**config.mk**
```make
export PLATFORM = sky130hd
export DESIGN_NAME = fetch_sequencer_flat
export DESIGN_NICKNAME = d
export VERILOG_FILES = /design/src/rtl/fetch_sequencer_if.sv /design/src/rtl/fetch_sequencer.sv /design/src/flat_wrapper.sv
export SDC_FILE = /design/constraint.sdc
export NUM_CORES = 1
export LEC_CHECK = 0
export BUFFER_PORTS_ARGS = -buffer_cell sky130_fd_sc_hd__buf_2
export CORE_UTILIZATION = 60
export DETAILED_ROUTE_END_ITERATION = 6
export HOLD_SLACK_MARGIN = 0.03
export PLACE_DENSITY = 0.84
export SYNTH_ARGS = -nofsm -noshare
export SYNTH_HDL_FRONTEND = slang
export SYNTH_SLANG_ARGS = --single-unit
```
**constraint.sdc**
```tcl
create_clock -name clk -period 4.3 [get_ports clk]
set_clock_uncertainty 0.2 [all_clocks]
set_input_delay 0.215 -clock clk [delete_from_list [all_inputs] [get_ports clk]]
set_output_delay 0.215 -clock clk [all_outputs]
set_load 0.02 [all_outputs]
```
**src/rtl/fetch_sequencer_if.sv**
```systemverilog
// Fetch sequencer bus bundle: instruction-memory request/response, decode handoff, redirect.
interface fetch_sequencer_if;
  localparam int unsigned XLEN = 32;

  logic            imem_req_valid;
  logic            imem_req_ready;
  logic [XLEN-1:0] imem_addr;
  logic            imem_rsp_valid;
  logic [XLEN-1:0] imem_rsp_data;
  logic            instr_valid;
  logic            instr_ready;
  logic [XLEN-1:0] instr;
  logic [XLEN-1:0] instr_pc;
  logic            redirect_valid;
  logic [XLEN-1:0] redirect_pc;

  // Sequencer side
  modport master (
    output imem_req_valid, imem_addr, instr_valid, instr, instr_pc,
    input  imem_req_ready, imem_rsp_valid, imem_rsp_data, instr_ready,
           redirect_valid, redirect_pc
  );

  // Memory / decode / execute side
  modport slave (
    input  imem_req_valid, imem_addr, instr_valid, instr, instr_pc,
    output imem_req_ready, imem_rsp_valid, imem_rsp_data, instr_ready,
           redirect_valid, redirect_pc
  );
endinterface

```
**src/rtl/fetch_sequencer.sv**
```systemverilog
// In-order instruction fetch sequencer with PC queue, instruction FIFO and redirect flush.
module fetch_sequencer #(
  parameter logic [31:0] RESET_PC = 32'h0000_0000,
  parameter int unsigned DEPTH    = 2
) (
  input  logic              clk,
  input  logic              rst_n,
  fetch_sequencer_if.master bus
);
  localparam int unsigned XLEN  = 32;
  localparam int unsigned CNT_W = 3;
  localparam int unsigned PTR_W = 2;
  localparam int unsigned SLOTS = 4;

  typedef enum logic [1:0] {BOOT = 2'd0, RUN = 2'd1, FLUSH = 2'd2} state_e;

  state_e           state_q, state_d;
  logic [XLEN-1:0]  fetch_pc_q;
  logic [XLEN-1:0]  pcq_mem [SLOTS];
  logic [PTR_W-1:0] pcq_wr_q, pcq_rd_q;
  logic [CNT_W-1:0] outstanding_q;
  logic [CNT_W-1:0] stale_q, stale_d;
  logic [XLEN-1:0]  fifo_instr [SLOTS];
  logic [XLEN-1:0]  fifo_pc [SLOTS];
  logic [PTR_W-1:0] fifo_wr_q, fifo_rd_q;
  logic [CNT_W-1:0] fifo_cnt_q;

  logic [CNT_W:0]   inflight_c;
  logic [XLEN-1:0]  redirect_pc_c;
  logic             redirect_c, req_valid_c, req_fire_c, rsp_fire_c, rsp_keep_c, fifo_pop_c;

  // Circular pointer advance that wraps at DEPTH rather than at the storage size
  function automatic logic [PTR_W-1:0] ptr_inc(input logic [PTR_W-1:0] p);
    return (32'(p) == DEPTH - 1) ? '0 : p + PTR_W'(1);
  endfunction

  assign redirect_c    = bus.redirect_valid;
  assign redirect_pc_c = bus.redirect_pc & ~XLEN'(3);
  assign inflight_c    = (CNT_W+1)'(outstanding_q) + (CNT_W+1)'(fifo_cnt_q);
  assign req_fire_c    = req_valid_c && bus.imem_req_ready;
  assign rsp_fire_c    = bus.imem_rsp_valid;
  assign rsp_keep_c    = rsp_fire_c && (stale_q == '0) && !redirect_c;
  assign fifo_pop_c    = (fifo_cnt_q != '0) && bus.instr_ready && !redirect_c;

  // State register
  always_ff @(posedge clk or negedge rst_n) begin
    if (!rst_n) state_q <= BOOT;
    else        state_q <= state_d;
  end

  // Next state plus next stale count; a redirect marks everything still in flight as stale
  always_comb begin
    state_d = state_q;
    stale_d = stale_q;
    if (redirect_c)                       stale_d = outstanding_q - CNT_W'(rsp_fire_c);
    else if (rsp_fire_c && stale_q != '0) stale_d = stale_q - CNT_W'(1);
    unique case (state_q)
      BOOT:       state_d = RUN;
      RUN, FLUSH: state_d = (stale_d != '0) ? FLUSH : RUN;
      default:    state_d = BOOT;
    endcase
  end

  // Outputs: request gating on registered occupancy, FIFO head to decode
  always_comb begin
    req_valid_c = 1'b0;
    if (state_q != BOOT && inflight_c < (CNT_W+1)'(DEPTH) && !redirect_c) req_valid_c = 1'b1;
    bus.imem_req_valid = req_valid_c;
    bus.imem_addr      = fetch_pc_q;
    bus.instr_valid    = (fifo_cnt_q != '0);
    bus.instr          = fifo_instr[fifo_rd_q];
    bus.instr_pc       = fifo_pc[fifo_rd_q];
  end

  // Fetch PC, PC-queue pointers and occupancy counters
  always_ff @(posedge clk or negedge rst_n) begin
    if (!rst_n) begin
      fetch_pc_q    <= RESET_PC;
      pcq_wr_q      <= '0;
      pcq_rd_q      <= '0;
      outstanding_q <= '0;
      stale_q       <= '0;
      fifo_wr_q     <= '0;
      fifo_rd_q     <= '0;
      fifo_cnt_q    <= '0;
    end else begin
      stale_q       <= stale_d;
      outstanding_q <= outstanding_q + CNT_W'(req_fire_c) - CNT_W'(rsp_fire_c);
      if (redirect_c)      fetch_pc_q <= redirect_pc_c;
      else if (req_fire_c) fetch_pc_q <= fetch_pc_q + XLEN'(4);
      if (req_fire_c) pcq_wr_q <= ptr_inc(pcq_wr_q);
      if (rsp_fire_c) pcq_rd_q <= ptr_inc(pcq_rd_q);
      if (redirect_c) begin
        fifo_wr_q  <= '0;
        fifo_rd_q  <= '0;
        fifo_cnt_q <= '0;
      end else begin
        if (rsp_keep_c) fifo_wr_q <= ptr_inc(fifo_wr_q);
        if (fifo_pop_c) fifo_rd_q <= ptr_inc(fifo_rd_q);
        fifo_cnt_q <= fifo_cnt_q + CNT_W'(rsp_keep_c) - CNT_W'(fifo_pop_c);
      end
    end
  end

  // PC queue and instruction FIFO storage; cleared on reset so instr/instr_pc read zero
  always_ff @(posedge clk or negedge rst_n) begin
    if (!rst_n) begin
      pcq_mem    <= '{default: '0};
      fifo_instr <= '{default: '0};
      fifo_pc    <= '{default: '0};
    end else begin
      if (req_fire_c) pcq_mem[pcq_wr_q] <= fetch_pc_q;
      if (rsp_keep_c) begin
        fifo_instr[fifo_wr_q] <= bus.imem_rsp_data;
        fifo_pc[fifo_wr_q]    <= pcq_mem[pcq_rd_q];
      end
    end
  end

  // Occupancy gating guarantees a kept response always finds room
  a_fifo_no_overflow: assert property (@(posedge clk) disable iff (!rst_n)
    rsp_keep_c |-> (fifo_cnt_q < CNT_W'(DEPTH)));

  a_inflight_bound: assert property (@(posedge clk) disable iff (!rst_n)
    inflight_c <= (CNT_W+1)'(DEPTH));
endmodule

```
**src/flat_wrapper.sv**
```systemverilog
// flat-port wrapper written by rule: the top's interface ports become plain ports
module fetch_sequencer_flat 
#(
  parameter logic [31:0] RESET_PC = 32'h0000_0000,
  parameter int unsigned DEPTH    = 2
)
  (clk, rst_n, bus_imem_req_valid, bus_imem_addr, bus_instr_valid, bus_instr, bus_instr_pc, bus_imem_req_ready, bus_imem_rsp_valid, bus_imem_rsp_data, bus_instr_ready, bus_redirect_valid, bus_redirect_pc);
  fetch_sequencer_if bus_i ();
  input  logic clk;
  input  logic rst_n;
  output wire logic [$bits(bus_i.imem_req_valid)-1:0] bus_imem_req_valid;
  output wire logic [$bits(bus_i.imem_addr)-1:0] bus_imem_addr;
  output wire logic [$bits(bus_i.instr_valid)-1:0] bus_instr_valid;
  output wire logic [$bits(bus_i.instr)-1:0] bus_instr;
  output wire logic [$bits(bus_i.instr_pc)-1:0] bus_instr_pc;
  input wire logic [$bits(bus_i.imem_req_ready)-1:0] bus_imem_req_ready;
  input wire logic [$bits(bus_i.imem_rsp_valid)-1:0] bus_imem_rsp_valid;
  input wire logic [$bits(bus_i.imem_rsp_data)-1:0] bus_imem_rsp_data;
  input wire logic [$bits(bus_i.instr_ready)-1:0] bus_instr_ready;
  input wire logic [$bits(bus_i.redirect_valid)-1:0] bus_redirect_valid;
  input wire logic [$bits(bus_i.redirect_pc)-1:0] bus_redirect_pc;
  assign bus_imem_req_valid = bus_i.imem_req_valid;
  assign bus_imem_addr = bus_i.imem_addr;
  assign bus_instr_valid = bus_i.instr_valid;
  assign bus_instr = bus_i.instr;
  assign bus_instr_pc = bus_i.instr_pc;
  assign bus_i.imem_req_ready = bus_imem_req_ready;
  assign bus_i.imem_rsp_valid = bus_imem_rsp_valid;
  assign bus_i.imem_rsp_data = bus_imem_rsp_data;
  assign bus_i.instr_ready = bus_instr_ready;
  assign bus_i.redirect_valid = bus_redirect_valid;
  assign bus_i.redirect_pc = bus_redirect_pc;
  fetch_sequencer #(.RESET_PC(RESET_PC), .DEPTH(DEPTH)) u_core (.clk(clk), .rst_n(rst_n), .bus(bus_i));
endmodule
```
==> metrics.txt <==
CTS buffer count 44; final wirelength 40700 µm; antenna viol nets, final 0; Critical-path top delay cell nor3b_4; Synth area leader dfrtp_1; leading cell type in the layout, fill and taps excluded dfrtp_1; TritonCTS clock tree built; vias 11500; worst-path maximum fanout 25; R2R cell count 7; GRT Overall Usage 0.260; ys async rst share 1.00; switch share 0.308; Max Fclk 276 MHz; Slew headroom 0.254; Pleak 10.6 nW; Hold Vio Cnt, Final 0; die width 179 µm; via count of the first global-routing pass 12300; Port-buffer cells 161; Synth Area per Inst 15.4 µm²; TNS Setup 0 ns; internal power 0.00867 W; Yosys reg bits 417; Critical Path AT 3.84 ns; maximum VDD drop 0.000352 V; commonest cells after routing, fill and taps aside dfrtp_1, mux2_2, buf_2; DR top layer met4; Period minus WS final 3.62 ns; post-synthesis mux area share 0.337; critical setup path kind flop to flop; failing checks DRC; area of the core 0.0307 mm²; worst slew pin tran 1.11 ns; gp weighted congestion 0.800; # IOs 168; Synth Area in Simple Gates 0.0359; sequential power share 0.428; clk root buf clkbuf_16; WL met1 17100 µm; H-tree levels 2; Yosys top cell area share 0.553; drt initial violations 712; vias per std cell 6.18; Pwr Density 566 mW/mm²; number of remaining DRC errors 22; # rows 64; Starting Density 0.614; yosys warns 0; drt pass-1 iters 6; fin nets 1521; adder-cell share of the synthesized area 0.0118; worst r2r src u_core.fifo_cnt_q[1]; status complete, but fails checks; post-DP HPWL 24200 µm; HP Start bus_redirect_valid; largest net degree at the start of global routing 145; sequential fraction of the synthesis area 0.553; EDFF count, synth 0; Skew-Pair Late Insertion Delay 0.53 ns; Clock power frac 0.296; P&R area growth vs syn 17.3%; Crit. Startpoint u_core.fifo_cnt_q[1]; Critical Path, Cell by Cell inv_1, fa_1, or4b_4, a211o_4, nor3b_4, buf_4, mux2_2; Syn Inst Count 1229; share of layout cells above drive strength 1 0.477; wire per inst 21.8 µm; CTS sink cnt 417; XOR/XNOR Fraction of Synth Area 0.00975; cts repair resizes 0; CTS max path bufs 3; critical path endpoint category flop; post-synthesis compound-gate area fraction 0.0240; post-CTS setup repair buffer count 0; worst hold stages 3; crit-path max cell delay 0.60 ns; Synth Cell Area 0.0189 mm²; Comb power frac 0.276; initial antenna violation count 2; DR WL met2 20400 µm; Final Max Slew Viols 0; CTS clk-pin slew, worst paths 0.06 ns; Final period util 0.843; die span in y 179 µm; overflow left after global routing 0; die area 0.0322 mm²; RSZ-0062 raised after global routing no; Max-Cap Viols 0; CP required 4.51 ns; largest family of logic cells by synthesized area multiplexers; post-synthesis cell type count 57; Hold Crit Class primary input to flop; Setup violations, final 0; Hold Buf Count CTS 65; Cells after DPL 1720; largest cells by area after synthesis dfrtp_1, mux2_2, mux4_2; first-pass GRT wire length 64900 µm; WL met3 2270 µm; P_sw 0.00386 W; Critical Path Start Type flop; final cell count without fillers 1863; top_reg_cell synth dfrtp_1
[cells in the mapped netlist (7+ instances only)]
cell      instances
mux2_4           24
a21oi_1           7
xnor2_1          13
clkbuf_1         57
mux2_1           31
buf_4             9
ha_1             13
nand2_1          44
nand3_1          17
dfrtp_1         417
buf_6             9
nand4_1          13
buf_1            12
xor2_1            8
mux4_2           92
o21ai_0          28
mux2_2          315
nor2_1           17
inv_1            22
[metal layers]
| metal | vias up | global-route usage |
|---|---|---|
| met4 | 0 | 0.0746 |
| met1 | 6113 | 0.351 |
| li1 | 4959 | - |
| met5 | - | 0 |
| met2 | 367 | 0.437 |
| met3 | 79 | 0.0424 |
[area by class of cell]
cell class,count,area [µm²]
Antenna cell,2,5.00
Clock buffer,67,1360
Clock inverter,9,76.3
Fill cell,1905,8610
Inverter,23,88.8
Multi-Input combinational cell,702,7950
Sequential cell,417,10400
Tap cell,396,495
Timing Repair Buffer,247,1720
[sequential cells by signal, summed over array words and instances (netlist names)]
name / count
u_core.fifo_rd_q: 2
u_core.state_q: 2
u_core.pcq_mem: 120
u_core.bus.imem_addr: 30
u_core.fifo_pc: 120
u_core.fifo_instr: 128
u_core.fifo_cnt_q: 3
u_core.fifo_wr_q: 2
u_core.pcq_wr_q: 2
u_core.outstanding_q: 3
u_core.stale_q: 3
u_core.pcq_rd_q: 2
[power by group through the flow]
stage / Sequential, W / Clock, W / Combinational [W]
floorplan: 0.00507 / 0 / 0.00263
global placement: 0.00535 / 0 / 0.00329
detailed placement: 0.00542 / 0 / 0.00340
CTS: 0.00537 / 0.00378 / 0.00348
global route: 0.00549 / 0.00392 / 0.00374
finish: 0.00537 / 0.00371 / 0.00345
[kinds of logic (layout without fill, tap and decap cells)]
| kind of cell | count (synthesis) | in the layout |
|---|---|---|
| XOR/XNOR | 21 | 21 |
| other | 1 | 6 |
| flip-flops | 417 | 417 |
| AND/OR/NAND/NOR | 127 | 127 |
| multiplexers | 465 | 465 |
| adder cells (fa/ha/maj) | 16 | 16 |
| buffers and inverters | 113 | 346 |
| AO/OA/AOI/OAI | 69 | 69 |
[path summary, 6_finish.rpt]
kind                                         end  slack, ns
max                           u_core.pcq_mem[40]       0.68
min                          u_core.fifo_wr_q[0]       0.11
max reg2reg                   u_core.pcq_mem[40]       0.68
min reg2reg                   u_core.pcq_mem[38]       0.28
max in group asynchronous    u_core.fifo_pc[120]       2.55
min in group asynchronous  u_core.fifo_instr[91]       0.13
[critical path, delay by kind of cell (launching register included)]
kind | cells | cell delay (ns)
adder cells (fa/ha/maj) | 1 | 0.53
flip-flops | 1 | 0.46
AND/OR/NAND/NOR | 2 | 1.07
multiplexers | 1 | 0.36
buffers and inverters | 2 | 0.41
AO/OA/AOI/OAI | 1 | 0.47
[per-stage QoR]
stage	hold slack (ns)	power, W	worst slack [ns]	area, µm²	utilization
3_5_place_dp	0.121	0.00882	0.726	20000	0.652
4_1_cts	0.0850	0.0126	0.689	22100	0.720
5_1_grt	0.131	0.0132	0.533	22100	0.720
2_1_floorplan	-0.281	0.00770	1.04	18900	-
3_3_place_gp	0.111	0.00864	0.770	20000	0.652
6_report	0.109	0.0125	0.675	22100	0.720
(Power assumes the default switching activity.)
